### config.mk
export PLATFORM = sky130hd
export DESIGN_NAME = mc_buffered_caster
export DESIGN_NICKNAME = d
export VERILOG_FILES = /design/src/rtl/mc_buffered_caster.sv
export SDC_FILE = /design/constraint.sdc
export NUM_CORES = 1
export LEC_CHECK = 0
export ABC_AREA = 1
export CORE_MARGIN = 3
export CORE_UTILIZATION = 48
export CTS_CLUSTER_SIZE = 20
export DETAILED_ROUTE_END_ITERATION = 8
export PLACE_DENSITY_LB_ADDON = 0.15
export SLEW_MARGIN = 20
export SYNTH_ARGS = -nofsm -noshare
export SYNTH_HDL_FRONTEND = slang
export SYNTH_SLANG_ARGS = --single-unit
### constraint.sdc
create_clock -name clk -period 2.55 [get_ports clk]
set_input_delay 0.255 -clock clk [delete_from_list [all_inputs] [get_ports clk]]
set_output_delay 0.255 -clock clk [all_outputs]
set_load 0.03 [all_outputs]
### src/rtl/mc_buffered_caster.sv
// -----------------------------------------------------------------------------
// mc_buffered_caster
//
// Column caster for a shared broadcast bus. Each caster watches every beat on
// the bus and keeps only those addressed to its column (tag match) or marked
// as broadcast. Kept beats are queued in a small first-word-fall-through FIFO
// that feeds the local PE. Beats for other columns are consumed immediately,
// so an unaddressed caster never back-pressures the shared bus.
//
// Ports
//   clk, rst_n   clock and asynchronous active-low reset
//   cfg_id       this caster's column ID (static during operation)
//   caster_en    accept enable; stored entries still drain when low
//   flush        synchronous clear of FIFO contents and hit counter
//   in_valid     bus beat valid
//   in_ready     ready toward the bus (combinational)
//   in_tag       destination column tag of the beat
//   in_bcast     broadcast beat; tag ignored
//   in_data      bus payload
//   pe_valid     head entry valid toward the PE
//   pe_ready     PE ready
//   pe_data      head entry payload (zero when nothing is stored)
//   occupancy    number of stored entries
//   hit_cnt      saturating count of accepted beats
// -----------------------------------------------------------------------------
module mc_buffered_caster #(
    parameter int unsigned DATA_WIDTH = 16,
    parameter int unsigned NUM_COL    = 4,
    parameter int unsigned FIFO_DEPTH = 4,
    parameter int unsigned CNT_W      = 16,
    localparam int unsigned ID_W      = (NUM_COL > 1) ? $clog2(NUM_COL) : 1,
    localparam int unsigned OCC_W     = $clog2(FIFO_DEPTH + 1)
) (
    input  logic                  clk,
    input  logic                  rst_n,
    input  logic [ID_W-1:0]       cfg_id,
    input  logic                  caster_en,
    input  logic                  flush,
    input  logic                  in_valid,
    output logic                  in_ready,
    input  logic [ID_W-1:0]       in_tag,
    input  logic                  in_bcast,
    input  logic [DATA_WIDTH-1:0] in_data,
    output logic                  pe_valid,
    input  logic                  pe_ready,
    output logic [DATA_WIDTH-1:0] pe_data,
    output logic [OCC_W-1:0]      occupancy,
    output logic [CNT_W-1:0]      hit_cnt
);

    localparam int unsigned AW    = $clog2(FIFO_DEPTH);
    localparam int unsigned PTR_W = AW + 1;

    // Storage and pointers. Pointers carry one extra wrap bit so that full and
    // empty can be told apart without a separate count register.
    logic [DATA_WIDTH-1:0] mem_q [FIFO_DEPTH];
    logic [PTR_W-1:0]      wr_ptr_q, wr_ptr_d;
    logic [PTR_W-1:0]      rd_ptr_q, rd_ptr_d;
    logic [CNT_W-1:0]      hit_cnt_q, hit_cnt_d;

    logic             match;
    logic             full;
    logic             empty;
    logic             push;
    logic             pop;
    logic [PTR_W-1:0] occ_diff;

    assign match = caster_en & (in_bcast | (in_tag == cfg_id));

    assign empty = (wr_ptr_q == rd_ptr_q);
    assign full  = (wr_ptr_q[AW] != rd_ptr_q[AW]) &&
                   (wr_ptr_q[AW-1:0] == rd_ptr_q[AW-1:0]);

    // Misses are always accepted (and dropped); hits wait for space. Full is
    // judged on the current state only, so a same-cycle pop never frees room.
    always_comb begin
        if (flush) begin
            in_ready = 1'b0;
        end else if (!match) begin
            in_ready = 1'b1;
        end else begin
            in_ready = !full;
        end
    end

    assign push = in_valid & in_ready & match;
    assign pop  = pe_valid & pe_ready;

    always_comb begin
        wr_ptr_d  = wr_ptr_q;
        rd_ptr_d  = rd_ptr_q;
        hit_cnt_d = hit_cnt_q;
        if (flush) begin
            // Any pop this cycle is discarded along with the contents.
            wr_ptr_d  = '0;
            rd_ptr_d  = '0;
            hit_cnt_d = '0;
        end else begin
            if (push) begin
                wr_ptr_d = wr_ptr_q + PTR_W'(1);
                if (hit_cnt_q != {CNT_W{1'b1}}) begin
                    hit_cnt_d = hit_cnt_q + CNT_W'(1);
                end
            end
            if (pop) begin
                rd_ptr_d = rd_ptr_q + PTR_W'(1);
            end
        end
    end

    always_ff @(posedge clk or negedge rst_n) begin
        if (!rst_n) begin
            wr_ptr_q  <= '0;
            rd_ptr_q  <= '0;
            hit_cnt_q <= '0;
        end else begin
            wr_ptr_q  <= wr_ptr_d;
            rd_ptr_q  <= rd_ptr_d;
            hit_cnt_q <= hit_cnt_d;
        end
    end

    // Payload RAM needs no reset: entries are only observed once written.
    always_ff @(posedge clk) begin
        if (push) begin
            mem_q[wr_ptr_q[AW-1:0]] <= in_data;
        end
    end

    // Modulo-2*DEPTH difference is the exact entry count.
    assign occ_diff  = wr_ptr_q - rd_ptr_q;
    assign occupancy = OCC_W'(occ_diff);
    assign pe_valid  = !empty;
    // Gate the head so pe_data reads zero whenever nothing is stored,
    // including throughout reset.
    assign pe_data   = pe_valid ? mem_q[rd_ptr_q[AW-1:0]] : '0;
    assign hit_cnt   = hit_cnt_q;

endmodule

==> results of run 1 <==
[worst max-delay path, cell delays in order (launching register included)]
cell	delay (ns)
sky130_fd_sc_hd__dfrtp_1	0.43
sky130_fd_sc_hd__inv_1	0.11
sky130_fd_sc_hd__ha_1	0.32
sky130_fd_sc_hd__nand2_1	0.07
sky130_fd_sc_hd__inv_1	0.05
sky130_fd_sc_hd__nand3_1	0.13
sky130_fd_sc_hd__inv_1	0.08
sky130_fd_sc_hd__buf_8	0.18
sky130_fd_sc_hd__a21oi_4	0.12
sky130_fd_sc_hd__clkdlybuf4s15_2	0.31
[registers in the layout, indices dropped and copies added (netlist names)]
name      count
hit_cnt      16
wr_ptr_q      3
rd_ptr_q      3
mem_q        64
[routing by layer]
layer | part of all wire, % | routed length (um) | vias to the layer above
li1 | - | - | 1551
met1 | 46 | 4000 | 1428
met2 | 48 | 4139 | 78
met3 | 5.4 | 470 | 9
met4 | 1.1 | 98 | 0
met5 | 0 | 0 | -
[logic make-up after synthesis]
group	after synthesis	share of synthesized area, %
AO/OA/AOI/OAI	66	8.876
XOR/XNOR	7	1.510
adder cells (fa/ha/maj)	9	2.959
buffers and inverters	50	4.900
flip-flops	86	60.89
AND/OR/NAND/NOR	204	20.86
[power by group]
part | switching (uW) | total (uW) | internal [uW]
logic | 639 | 966 | 328
registers | 18.1 | 1550 | 1530
clock network | 503 | 868 | 366
total | 1160 | 3380 | 2220
[synthesized netlist by cell type, drive strengths merged]
| cell | count |
|---|---|
| o22ai | 1 |
| a21boi | 1 |
| inv | 33 |
| a21oi | 21 |
| a211oi | 1 |
| xnor2 | 2 |
| clkinv | 1 |
| xor2 | 5 |
| ha | 8 |
| buf | 4 |
| o21ai | 37 |
| nor3 | 2 |
| edfxtp | 64 |
| nand3b | 1 |
| or2 | 1 |
| nor2 | 97 |
| fa | 1 |
| o21a | 1 |
| nand3 | 26 |
| clkbuf | 12 |
| nand4 | 2 |
| o211ai | 1 |
| o21bai | 3 |
| dfrtp | 22 |
| nand2 | 75 |
[cell type report]
type                       instances  area share (%)
tap                              102           2.499
timing repair buffer              78           13.31
inverter                          34           2.499
sequential                        86           48.42
multi-input combinational        286           29.75
clock buffer                       9           2.426
clock inverter                     7           1.103
[metrics by stage]
| step | hold WS [ns] | util, % | TNS (ns) | cell area, um2 |
|---|---|---|---|---|
| 2_1_floorplan | -0.04059 | - | -6.187 | 4194 |
| 3_3_place_gp | 0.5163 | 62.50 | 0 | 4980 |
| 3_5_place_dp | 0.5322 | 62.50 | 0 | 4980 |
| 4_1_cts | 0.2481 | 64.68 | 0 | 5154 |
| 5_1_grt | 0.2773 | 64.09 | 0 | 5106 |
| 6_report | 0.2467 | 64.09 | 0 | 5106 |
[worst paths after layout]
check / from / to / cells past startpoint
max: wr_ptr_q[0] / pe_data[7] / 9
min: rst_n / hit_cnt[13] / 2
max reg2reg: wr_ptr_q[0] / mem_q[1][13] / 8
min reg2reg: hit_cnt[14] / hit_cnt[14] / 2
max in group asynchronous: rst_n / hit_cnt[3] / 2
min in group clk: in_data[3] / mem_q[1][3] / 1
[timing repair]
item | in CTS | in global routing
endpoints found under the setup margin | 16 | 13
hold buffers | 0 | 0
setup buffers | 0 | 0
gates resized for setup | 25 | 25
==> results.txt, run 1 <==
----------------------------------------------------
[STA]
  Setup repair after global routing missed its margin ... no
  Highest achievable clock rate ... ~420 MHz
  Worst Skew ... 0.008014 ns
  Minimum clock period ... approximately 2.4 ns
  Final clock period utilization by the worst path ... about 94%
  Max-slew violations ... 0
  Final hold viol count ... 0
  Final setup violating endpoints ... 0
  Max-slew headroom at the worst pin ... approximately 67%
  Slew @ Worst Pin ... a little under 0.5 ns
  Post-route setup slack ... 0.1473 ns

[Detailed routing]
  Router iterations before antenna repair ... 4
  DR WL/cell ... around 14 um
  Count of routing violations after the opening detailed-route iteration ... 159
  ANT nets after route ... 0
  DRC violations left ... 0
  Average vias per placed instance ... roughly 5.1
  Total number of vias ... about 3100
  Total wire length after detailed routing ... slightly below 9000 um

[Pwr]
  Power after layout ... around 3400 uW
  Peak VDD IR ... just under 0.0004 V
  P per Cell Area ... ~660 mW/mm2
  Leak pwr ... a little over 0.002 uW

[Placed design]
  Placed Cells ... around 590
  Worst setup slack after placement ... between 0.05 and 0.06 ns
  Final HPWL DP ... between 5000 and 6000 um
  Last weighted congestion value of the routability-driven placer ... between 0.9 and 1
  Port Buffers ... 63

[Die]
  Die Y ... 97.97 um
  Die outline width ... around 98 um
  I/O pin cnt ... 64
  Std-Cell Rows ... 32
  Initial core utilization ... 50.96%
  Total core area ... between 0.007 and 0.008 mm2
  Die footprint ... ~0.0096 mm2

[Layout]
  Number of standard cells in the final layout excluding fillers ... between 600 and 700
  Number of fill cells ... roughly 680
  Synth-to-layout area growth ... 25.76%
  Fraction of final layout cells sized beyond drive strength 1 ... 14.80%
  Leading cell type in the layout, fill and taps excluded ... sky130_fd_sc_hd__nor2_1
  Antenna diode instance count ... 0
  Multi-input combinational cell area ... approximately 0.0015 mm2
  Most frequent cells in the layout ... sky130_fd_sc_hd__nor2_1, sky130_fd_sc_hd__nand2_1, sky130_fd_sc_hd__edfxtp_1, sky130_fd_sc_hd__clkdlybuf4s50_1, sky130_fd_sc_hd__o21ai_0
  Post-layout nets ... 531
  Area of all sequential standard cells ... around 0.0025 mm2

[Setup path]
  Kind of launch point of the worst setup path ... flip-flop
  Setup crit end kind ... primary output
  Required @ worst endpoint ... roughly 2.3 ns
  Crit path max fanout ... 16
  R2R setup slack ... roughly 0.30 ns
  Type of the worst setup path ... reg -> out
  Data arrival at the endpoint of the critical path ... roughly 2.2 ns

[Min path]
  Worst min path class ... in -> async

[Global routing]
  Most used routing layer in global routing ... met2
  GR Util met2 ... between 30% and 40%
  Number of antenna violations at the first check in global routing ... 0
  Met1 Usage GRT ... 26.60%
  Global-route wire length before repair ... 14630 um
  Vias in the first global route ... ~3000
  Maximum number of pins on one net before global-route repair ... 23
  Grt total ovfl ... 0
  Global-route usage over all layers ... between 10% and 20%
  Met3 capacity usage during global routing ... roughly 3.1%

[Status]
  Run status ... finished clean

[Yosys]
  Avg Inst Size Synth ... ~9.6 um2
  Post-Syn Instances ... 422
  Proportion of netlist area held by the largest area contributor ... between 40 and 50%
  Sequential cell area fraction in the yosys report ... about 60%
  Largest area contributor in the synthesized netlist ... sky130_fd_sc_hd__edfxtp_1
  Cells taking the most area after synthesis ... sky130_fd_sc_hd__edfxtp_1, sky130_fd_sc_hd__dfrtp_1, sky130_fd_sc_hd__nor2_1, sky130_fd_sc_hd__nand2_1, sky130_fd_sc_hd__o21ai_0
  Yosys cell types ... 31
  Yosys warning count ... 0
  Post-synthesis net count ... between 400 and 500
  Netlist Area Pre-Place ... 0.004060 mm2
  FF+latch count, synth ... 86

[Clocking]
  Total CTS buffers ... 9
  Sink Count ... between 80 and 90
  CTS max path bufs ... 2
  CTS tree ... done
  # H-tree levels ... 3
  Clk Latency, worst-skew pair ... between 0.3 and 0.4 ns
  Worst-path clk slew ... 0.08 ns
  Root buf cell ... sky130_fd_sc_hd__clkbuf_8

[Run]
  # Max-Cap Violations ... 0

----------------------------------------------------
(Power assumes the default switching activity.)
==> run 2, diff against run 1 <==
Settings changed: CORE_UTILIZATION 48 to 50, HOLD_SLACK_MARGIN set to 0.02.
Clock period 2.55 ns to 2.9 ns, I/O delays scaled along.
==> results.txt, run 2 (synthesis results as in run 1) <==
----------------------------------------------------
[Clocking]
  Sink Count ... 86
  Clk Latency, worst-skew pair ... ~0.36 ns
  Post-CTS sizing ... 0
  Root buf cell ... sky130_fd_sc_hd__clkbuf_8
  CTS tree ... done
  Number of buffers inserted for hold repair after clock tree synthesis ... 0
  CTS max path bufs ... 2
  # H-tree levels ... 3
  Total CTS buffers ... 9
  Number of setup buffers added after CTS ... 0
  Worst-path clk slew ... approximately 0.09 ns

[Setup path]
  Cell family contributing the most delay on the critical path ... buffers and inverters
  Slowest cell on the critical path ... sky130_fd_sc_hd__dfrtp_1
  Required @ worst endpoint ... around 2.6 ns
  Dominant cell type by count on the critical path ... sky130_fd_sc_hd__inv_1
  Crit path max fanout ... 16
  Slowest Stage Delay on Critical Path ... around 0.59 ns
  Data arrival at the endpoint of the critical path ... 2.36 ns
  Buffers & Inverters on Critical Path ... 4
  Kind of launch point of the worst setup path ... flip-flop
  Setup crit end kind ... primary output
  Critical-path cell list ... clkinv_1 > ha_1 > nand2_1 > inv_1 > nand3_1 > inv_1 > a21oi_1 > buf_4
  Type of the worst setup path ... reg -> out

[Layout]
  Max FFs per register ... 64
  Final core area utilization ... 64.26%
  Synth-to-layout area growth ... 23.57%
  Fraction of final layout cells sized beyond drive strength 1 ... a little over a tenth
  Number of fill cells ... 645
  Leading cell type in the layout, fill and taps excluded ... sky130_fd_sc_hd__nor2_1
  Most frequent cells in the layout ... sky130_fd_sc_hd__nor2_1, sky130_fd_sc_hd__nand2_1, sky130_fd_sc_hd__edfxtp_1, sky130_fd_sc_hd__clkdlybuf4s50_1, sky130_fd_sc_hd__o21ai_0
  Number of standard cells in the final layout excluding fillers ... between 500 and 600
  Post-layout nets ... roughly 530
  Antenna diode instance count ... 0
  Non-Filler Cell Area, Final ... between 0.005 and 0.006 mm2

[Detailed routing]
  Count of routing violations after the opening detailed-route iteration ... about 240
  ANT nets after route ... 0
  Average vias per placed instance ... ~5.2
  Total wire length after detailed routing ... about 8600 um
  DRC violations left ... 0
  Total number of vias ... 3116
  Router iterations before antenna repair ... 5
  DR WL/cell ... between 10 and 15 um

[Pwr]
  Peak VDD IR ... between 0.0004 and 0.0005 V
  P per Cell Area ... between 600 and 700 mW/mm2
  Leak pwr ... between 0.002 and 0.0025 uW

[STA]
  Setup TNS ... 0 ns
  Final clock period utilization by the worst path ... between 90% and 100%
  Max-slew violations ... 0
  Worst Skew ... between 0.01 and 0.015 ns
  Minimum clock period ... ~2.6 ns
  Max-slew headroom at the worst pin ... 63.41%
  Final hold viol count ... 0
  Slew @ Worst Pin ... 0.5483 ns
  Highest achievable clock rate ... between 300 and 400 MHz
  Setup repair after global routing missed its margin ... no
  Final setup violating endpoints ... 0

[Placed design]
  Final HPWL DP ... 5598 um
  Cell area reported after detailed placement ... between 0.004 and 0.005 mm2
  Placed Cells ... 582
  Port Buffers ... 63
  Last weighted congestion value of the routability-driven placer ... 0.8345

[Die]
  Die footprint ... 0.009237 mm2
  Initial core utilization ... a little over half
  Die outline width ... between 90 and 100 um
  Total core area ... 0.007807 mm2
  Std-Cell Rows ... 32
  Die Y ... between 90 and 100 um
  I/O pin cnt ... 64

[Status]
  Run status ... finished clean

[Global routing]
  Grt total ovfl ... 0
  Global-route usage over all layers ... approximately a fifth
  Maximum number of pins on one net before global-route repair ... 35
  Vias in the first global route ... roughly 2900
  Number of antenna violations at the first check in global routing ... 0
  Global-route wire length before repair ... between 10000 and 15000 um

[Min path]
  Worst min path class ... in -> async

[Run]
  # Max-Cap Violations ... 0

----------------------------------------------------
[run 2: cell types whose count changed in the layout (fill, tap and decap cells not counted), sizes merged]
cell           change
inv                -2
clkbuf            -13
clkdlybuf4s50      +2
buf               +10
clkdlybuf4s15      -3
bufinv             +2
[run 2: worst reg2reg max path, delay by kind of cell, from the launching register on]
family,cells,cell delay [ns]
simple gates,4,0.65
flops,1,0.59
buf+inv,3,0.49
fa+ha+maj,1,0.29
[run 2: where the power goes]
| group | internal [uW] | switching (uW) | leakage, uW |
|---|---|---|---|
| clock network | 496 | 453 | 0.000109 |
| registers | 1340 | 22.1 | 0.000880 |
| logic | 267 | 491 | 0.00107 |
[run 2: final timing paths]
path,start,endpoint,slack [ns],cells past startpoint
max,rd_ptr_q[1],pe_data[8],0.25,8
min,rst_n,hit_cnt[4],0.27,2
max reg2reg,rd_ptr_q[1],mem_q[3][0],0.58,8
min reg2reg,hit_cnt[1],hit_cnt[1],0.54,2
max in group asynchronous,rst_n,rd_ptr_q[0],2.38,2
min in group clk,hit_cnt[1],hit_cnt[1],0.54,2
[run 2: per-stage QoR]
step | setup WS [ns] | power (uW) | hold slack [ns]
2_1_floorplan | 0.08566 | 1859 | -0.005591
3_5_place_dp | 0.5628 | 2156 | 0.5235
4_1_cts | 0.1904 | 3102 | 0.2667
3_3_place_gp | 0.5916 | 2148 | 0.5135
5_1_grt | 0.007527 | 3227 | 0.2959
6_report | 0.2531 | 3073 | 0.2734
[run 2: layout make-up]
cell class | instances | area (um2) | share of cell area (%)
timing repair buffer | 74 | 668.1 | 13.32
sequential | 86 | 2472 | 49.28
clock inverter | 7 | 108.9 | 2.170
tap | 102 | 127.6 | 2.544
multi-input combinational | 286 | 1389 | 27.68
clock buffer | 9 | 123.9 | 2.469
inverter | 34 | 127.6 | 2.544
[run 2: routing by layer]
metal / part of all wire (%) / GRT usage (%) / vias to the layer above
met5: 0 / 0 / -
met4: 1.1 / 5.806 / 0
met3: 6.2 / 4.769 / 11
met2: 47 / 30.25 / 103
met1: 46 / 28.37 / 1461
li1: - / - / 1541
==> run 3, diff against run 2 <==
Settings changed: CORE_ASPECT_RATIO set to 0.5, PLACE_DENSITY set to 0.81, PLACE_DENSITY_LB_ADDON 0.15 to unset.
==> results.txt, run 3 (synthesis results as in run 1) <==
----------------------------------------------------
[STA]
  Max-slew violations ... 0
  Setup TNS ... 0 ns
  Final setup violating endpoints ... 0
  Post-route setup slack ... ~0.31 ns
  Final clock period utilization by the worst path ... between 80% and 90%
  Slew @ Worst Pin ... about 0.59 ns
  Minimum clock period ... between 2 and 3 ns
  Worst Skew ... 0.006078 ns
  Final hold viol count ... 0
  Max-slew headroom at the worst pin ... 60.33%
  Highest achievable clock rate ... 385.9 MHz
  Setup repair after global routing missed its margin ... no

[Run]
  # Max-Cap Violations ... 0

[Clocking]
  Post-CTS sizing ... 0
  Clk Latency, worst-skew pair ... about 0.34 ns
  Number of setup buffers added after CTS ... 0
  Total CTS buffers ... 9
  CTS tree ... done
  CTS max path bufs ... 2
  Worst-path clk slew ... approximately 0.06 ns
  Root buf cell ... sky130_fd_sc_hd__clkbuf_16
  Number of buffers inserted for hold repair after clock tree synthesis ... 0
  # H-tree levels ... 3
  Sink Count ... 86

[Pwr]
  Leak pwr ... ~0.0021 uW
  Peak VDD IR ... approximately 0.00046 V
  P per Cell Area ... around 640 mW/mm2

[Setup path]
  Crit path max fanout ... 5
  Setup crit end kind ... primary output
  Required @ worst endpoint ... roughly 2.6 ns
  Total stage count of the critical path ... 5
  Worst r2r dst ... mem_q[1][2]
  Endpoint of the most critical setup path ... occupancy[2]
  Slowest Stage Delay on Critical Path ... 0.68 ns
  Data arrival at the endpoint of the critical path ... 2.30 ns
  Start of the worst register-to-register path ... wr_ptr_q[0]
  Critical Path Start ... wr_ptr_q[0]
  Buffers & Inverters on Critical Path ... 2
  Kind of launch point of the worst setup path ... flip-flop
  Critical-path cell list ... inv_1 > ha_1 > fa_1 > xor2_1 > clkdlybuf4s50_1
  Type of the worst setup path ... reg -> out
  Cell family contributing the most delay on the critical path ... buffers and inverters
  R2r worst-path depth ... 8
  Slowest cell on the critical path ... sky130_fd_sc_hd__clkdlybuf4s50_1
  R2R setup slack ... ~0.75 ns

[Layout]
  Post-layout nets ... roughly 530
  Leading cell type in the layout, fill and taps excluded ... sky130_fd_sc_hd__nor2_1
  Max FFs per register ... 64
  Antenna diode instance count ... 0
  Most frequent cells in the layout ... sky130_fd_sc_hd__nor2_1, sky130_fd_sc_hd__nand2_1, sky130_fd_sc_hd__edfxtp_1, sky130_fd_sc_hd__clkdlybuf4s50_1, sky130_fd_sc_hd__o21ai_0
  Number of fill cells ... about 590
  Fraction of final layout cells sized beyond drive strength 1 ... about 11%
  Synth-to-layout area growth ... 26.10%

[Detailed routing]
  Router iterations before antenna repair ... 4
  Total wire length after detailed routing ... 8373 um
  ANT nets after route ... 0
  Average vias per placed instance ... around 5
  Count of routing violations after the opening detailed-route iteration ... 249
  DRC violations left ... 0
  Total number of vias ... around 3000
  DR WL/cell ... 13.77 um

[Global routing]
  Global-route usage over all layers ... 18.80%
  Maximum number of pins on one net before global-route repair ... 34
  Number of antenna violations at the first check in global routing ... 0
  GR Util met2 ... between 30% and 40%
  Met1 Usage GRT ... 23.59%
  Vias in the first global route ... 2882
  Global-route wire length before repair ... 13780 um
  Met3 capacity usage during global routing ... approximately 6.3%
  Grt total ovfl ... 0
  Most used routing layer in global routing ... met2

[Die]
  Std-Cell Rows ... 22
  Die footprint ... ~0.0093 mm2
  Die outline width ... 133.4 um
  Die Y ... 69.72 um
  I/O pin cnt ... 64
  Total core area ... around 0.0076 mm2
  Initial core utilization ... approximately 53%

[Min path]
  Worst min path class ... in -> async

[Placed design]
  Last weighted congestion value of the routability-driven placer ... ~0.84
  Final HPWL DP ... 5635 um
  Worst setup slack after placement ... 0.6774 ns
  Port Buffers ... 63

[Status]
  Run status ... finished clean

----------------------------------------------------
-- run 3: changes by cell type in the layout (fill, tap and decap cells not counted), sizes merged --
cell	previous run	this run
inv	34	35
buf	29	33
bufinv	2	1
clkinv	3	5
clkinvlp	2	0
-- run 3: power by group --
part | switching (uW) | total (uW) | internal, uW
Clock | 465 | 1140 | 671
Sequential | 17.5 | 1360 | 1350
Combinational | 496 | 763 | 267
-- run 3: how the worst min path moves through the flow --
stage / to
3_3_place_gp: hit_cnt[14]
5_1_grt: hit_cnt[12]
4_1_cts: hit_cnt[11]
6_report: hit_cnt[12]
3_5_place_dp: hit_cnt[1]
2_1_floorplan: hit_cnt[0]
-- run 3: area by class of cell --
| class | instances | area, um2 | share of cell area, % |
|---|---|---|---|
| clock buffer | 9 | 225.2 | 4.399 |
| clock inverter | 7 | 72.57 | 1.417 |
| inverter | 34 | 127.6 | 2.493 |
| multi-input combinational | 286 | 1389 | 27.13 |
| sequential | 86 | 2472 | 48.29 |
| tap | 108 | 135.1 | 2.639 |
| timing repair buffer | 78 | 698.2 | 13.64 |
-- run 3: worst reg2reg max path, cell delays in order, from the launching register on --
cell,delay [ns]
sky130_fd_sc_hd__dfrtp_1,0.42
sky130_fd_sc_hd__inv_1,0.11
sky130_fd_sc_hd__ha_1,0.32
sky130_fd_sc_hd__nand2_1,0.06
sky130_fd_sc_hd__inv_1,0.04
sky130_fd_sc_hd__nand2_1,0.11
sky130_fd_sc_hd__nand4_1,0.30
sky130_fd_sc_hd__nor2_1,0.26
sky130_fd_sc_hd__buf_4,0.22
-- run 3: layer usage --
layer,wire length (um),part of all wire (%),up-vias
met2,3992,48,81
met3,499,6.0,14
met4,126,1.5,0
met5,0,0,-
met1,3755,45,1409
li1,-,-,1547
-- run 3: per-stage QoR --
| step | total power (uW) | hold slack (ns) | util, % | area [um2] | cells |
|---|---|---|---|---|---|
| after floorplan | 1859 | -0.005591 | - | 4060 | 422 |
| after global placement | 2143 | 0.5233 | 63.47 | 4822 | 592 |
| after detailed placement | 2155 | 0.5182 | 63.47 | 4822 | 592 |
| after CTS | 3292 | 0.3084 | 67.39 | 5120 | 608 |
| after global routing | 3404 | 0.3330 | 67.39 | 5120 | 608 |
| final | 3262 | 0.3083 | 67.39 | 5120 | 608 |
==> RTL change, RTL diff (settings of run 1) <==
Make the reset (`rst_n`) synchronous in one clocked block. Comments in the files are not updated.
--- a/src/rtl/mc_buffered_caster.sv
+++ b/src/rtl/mc_buffered_caster.sv
@@ -110,3 +110,3 @@
 
-    always_ff @(posedge clk or negedge rst_n) begin
+    always_ff @(posedge clk) begin
         if (!rst_n) begin
Behaviour: differs if rst_n is asserted again (counterexample within 4 cycles, from zero or initial values and one cycle with rst_n low); with rst_n held inactive, the same outputs for 10 cycles.
==> RTL change against run 1 <==
  * Cell area decreased by 2.9%
  * Via count fell by 1.8%
  * Fmax is 0.71% lower
  * Sequential cell count grew 2
  * Critical path depth fell by 2
  * Setup slack worse by 17 ps
  * Routed wire length is 8.3% lower
  * Cell count shrank 1.0%
  * Area after synthesis is 1.2% lower
  * Critical path type unchanged
  * Highest routed layer unchanged
Power is not compared: it rests on default switching activity, and its combinational part moved more than twofold at a synthesized area within 25%.
==> RTL change: results (changes against run 1) <==
- Status: complete, no violations (unchanged)
- GPL Wtd Cong: 0.782 (was 0.914)
- Sequential area share after synthesis: 59.9% (was 60.9%)
- Pin count of the biggest net entering global routing: 28 (was 23)
- Synth area leaders: edfxtp_1, dfxtp_1, nor2_1 (was edfxtp_1, dfrtp_1, nor2_1)
- Met2 usage: 30.7% (was 30.3%)
- Vias in the first global route: 2990 (was 2996)
- Layout cells sized above 1: 9.92% (was 14.8%)
- Rel. slew slack: 59.8% (was 66.9%)
- GR Layer Usage met1: 20.7% (was 26.6%)
- Netlist cell types: 29 (was 31)
- Arr. time, crit path: 2160 ps
- Worst hold path class: reg -> reg (was in -> async)
- Routed WL: 7990 um (was 8710 um)
- Area after DPL: 4770 sq um (was 4980 sq um)
- Final #Nets: 525 (was 531)
- Global Route Usage Sum: 17.5% (was 18.9%)
- Asr flop ratio synth: 0% (was 25.6%)
- Global-route wire length before repair: 13600 um (was 14600 um)
- Max Clock Skew: 14.7 ps (was 8.01 ps)
- M3 GR Usage: 4.59% (was 3.14%)
- Post-synth top cells: nor2_1, edfxtp_1, nand2_1, inv_1, o21ai_0 (was nor2_1, nand2_1, edfxtp_1, o21ai_0, inv_1)
- Pre-Repair DR Iteration Count: 4 (unchanged)
- Post-Syn Nets: 455 (was 458)
- Vias per inst: 5.05 (was 5.09)
- Starting DRT DRC Count: 91 (was 159)
- HPWL after DPL: 5450 um (was 5860 um)
- Worst slack, placed: 119 ps (was 54.1 ps)
-- RTL change: critical path, cell delays in order (launching register included) --
cell and delay [ps]:
dfxtp_1 380, inv_1 110, ha_1 340, nand3_1 190, clkinvlp_4 130, buf_12 160, a21oi_1 130, clkdlybuf4s15_1 380
-- RTL change: final timing paths --
kind / start / endpoint / slack (ps) / depth (start not counted)
hold reg to reg: wr_ptr_q[2] / wr_ptr_q[2] / 510 / 2
setup reg to reg: wr_ptr_q[0] / mem_q[1][4] / 490 / 10
setup / recovery: wr_ptr_q[0] / pe_data[11] / 130 / 7
hold / removal: wr_ptr_q[2] / wr_ptr_q[2] / 510 / 2
-- RTL change: power by group through the flow --
stage                     logic, mW  registers (mW)  clock network (mW)
after global routing          0.200            1.54                1.02
after global placement        0.180            1.58                   0
final                         0.181            1.54               0.934
after CTS                     0.183            1.54               0.963
after detailed placement      0.184            1.58                   0
after floorplan              0.0914            1.58                   0
-- RTL change: repair_timing --
action / 4_1_cts / 5_1_grt
buffers inserted: 1 / 0
cloned: 0 / 0
resized for setup: 19 / 21
hold buffers: 0 / 0
endpoints found under the setup margin: 18 / 15
-- RTL change: logic make-up (layout without fill, tap and decap cells) --
logic type,count (synthesis),after routing,synth area share (%)
and+or+nand+nor,188,188,21.3
adders and majority gates,9,9,2.99
DFF,88,88,59.9
AOI/OAI and AO/OA,70,70,8.76
xor gates and xnor gates,3,3,0.655
buffers and inverters,61,136,6.39
-- RTL change: final cells by class --
type,count,area [sq um]
Sequential cell,88,2400
Tap cell,102,128
Timing Repair Buffer,74,706
Inverter,46,176
Clock inverter,6,67.6
Multi-Input combinational cell,270,1350
Fill cell,660,2970
Clock buffer,10,128
-- RTL change: per-layer routing --
layer  up-vias  wire [um]
met3         8        407
met1      1402       3430
met4         0         57
met5         -          0
li1       1526          -
met2        74       4090
-- RTL change: stage by stage --
stage,std cells,hold WS (ps)
2_1_floorplan,419,354
3_3_place_gp,579,485
3_5_place_dp,579,498
6_report,596,508
4_1_cts,596,510
5_1_grt,596,531
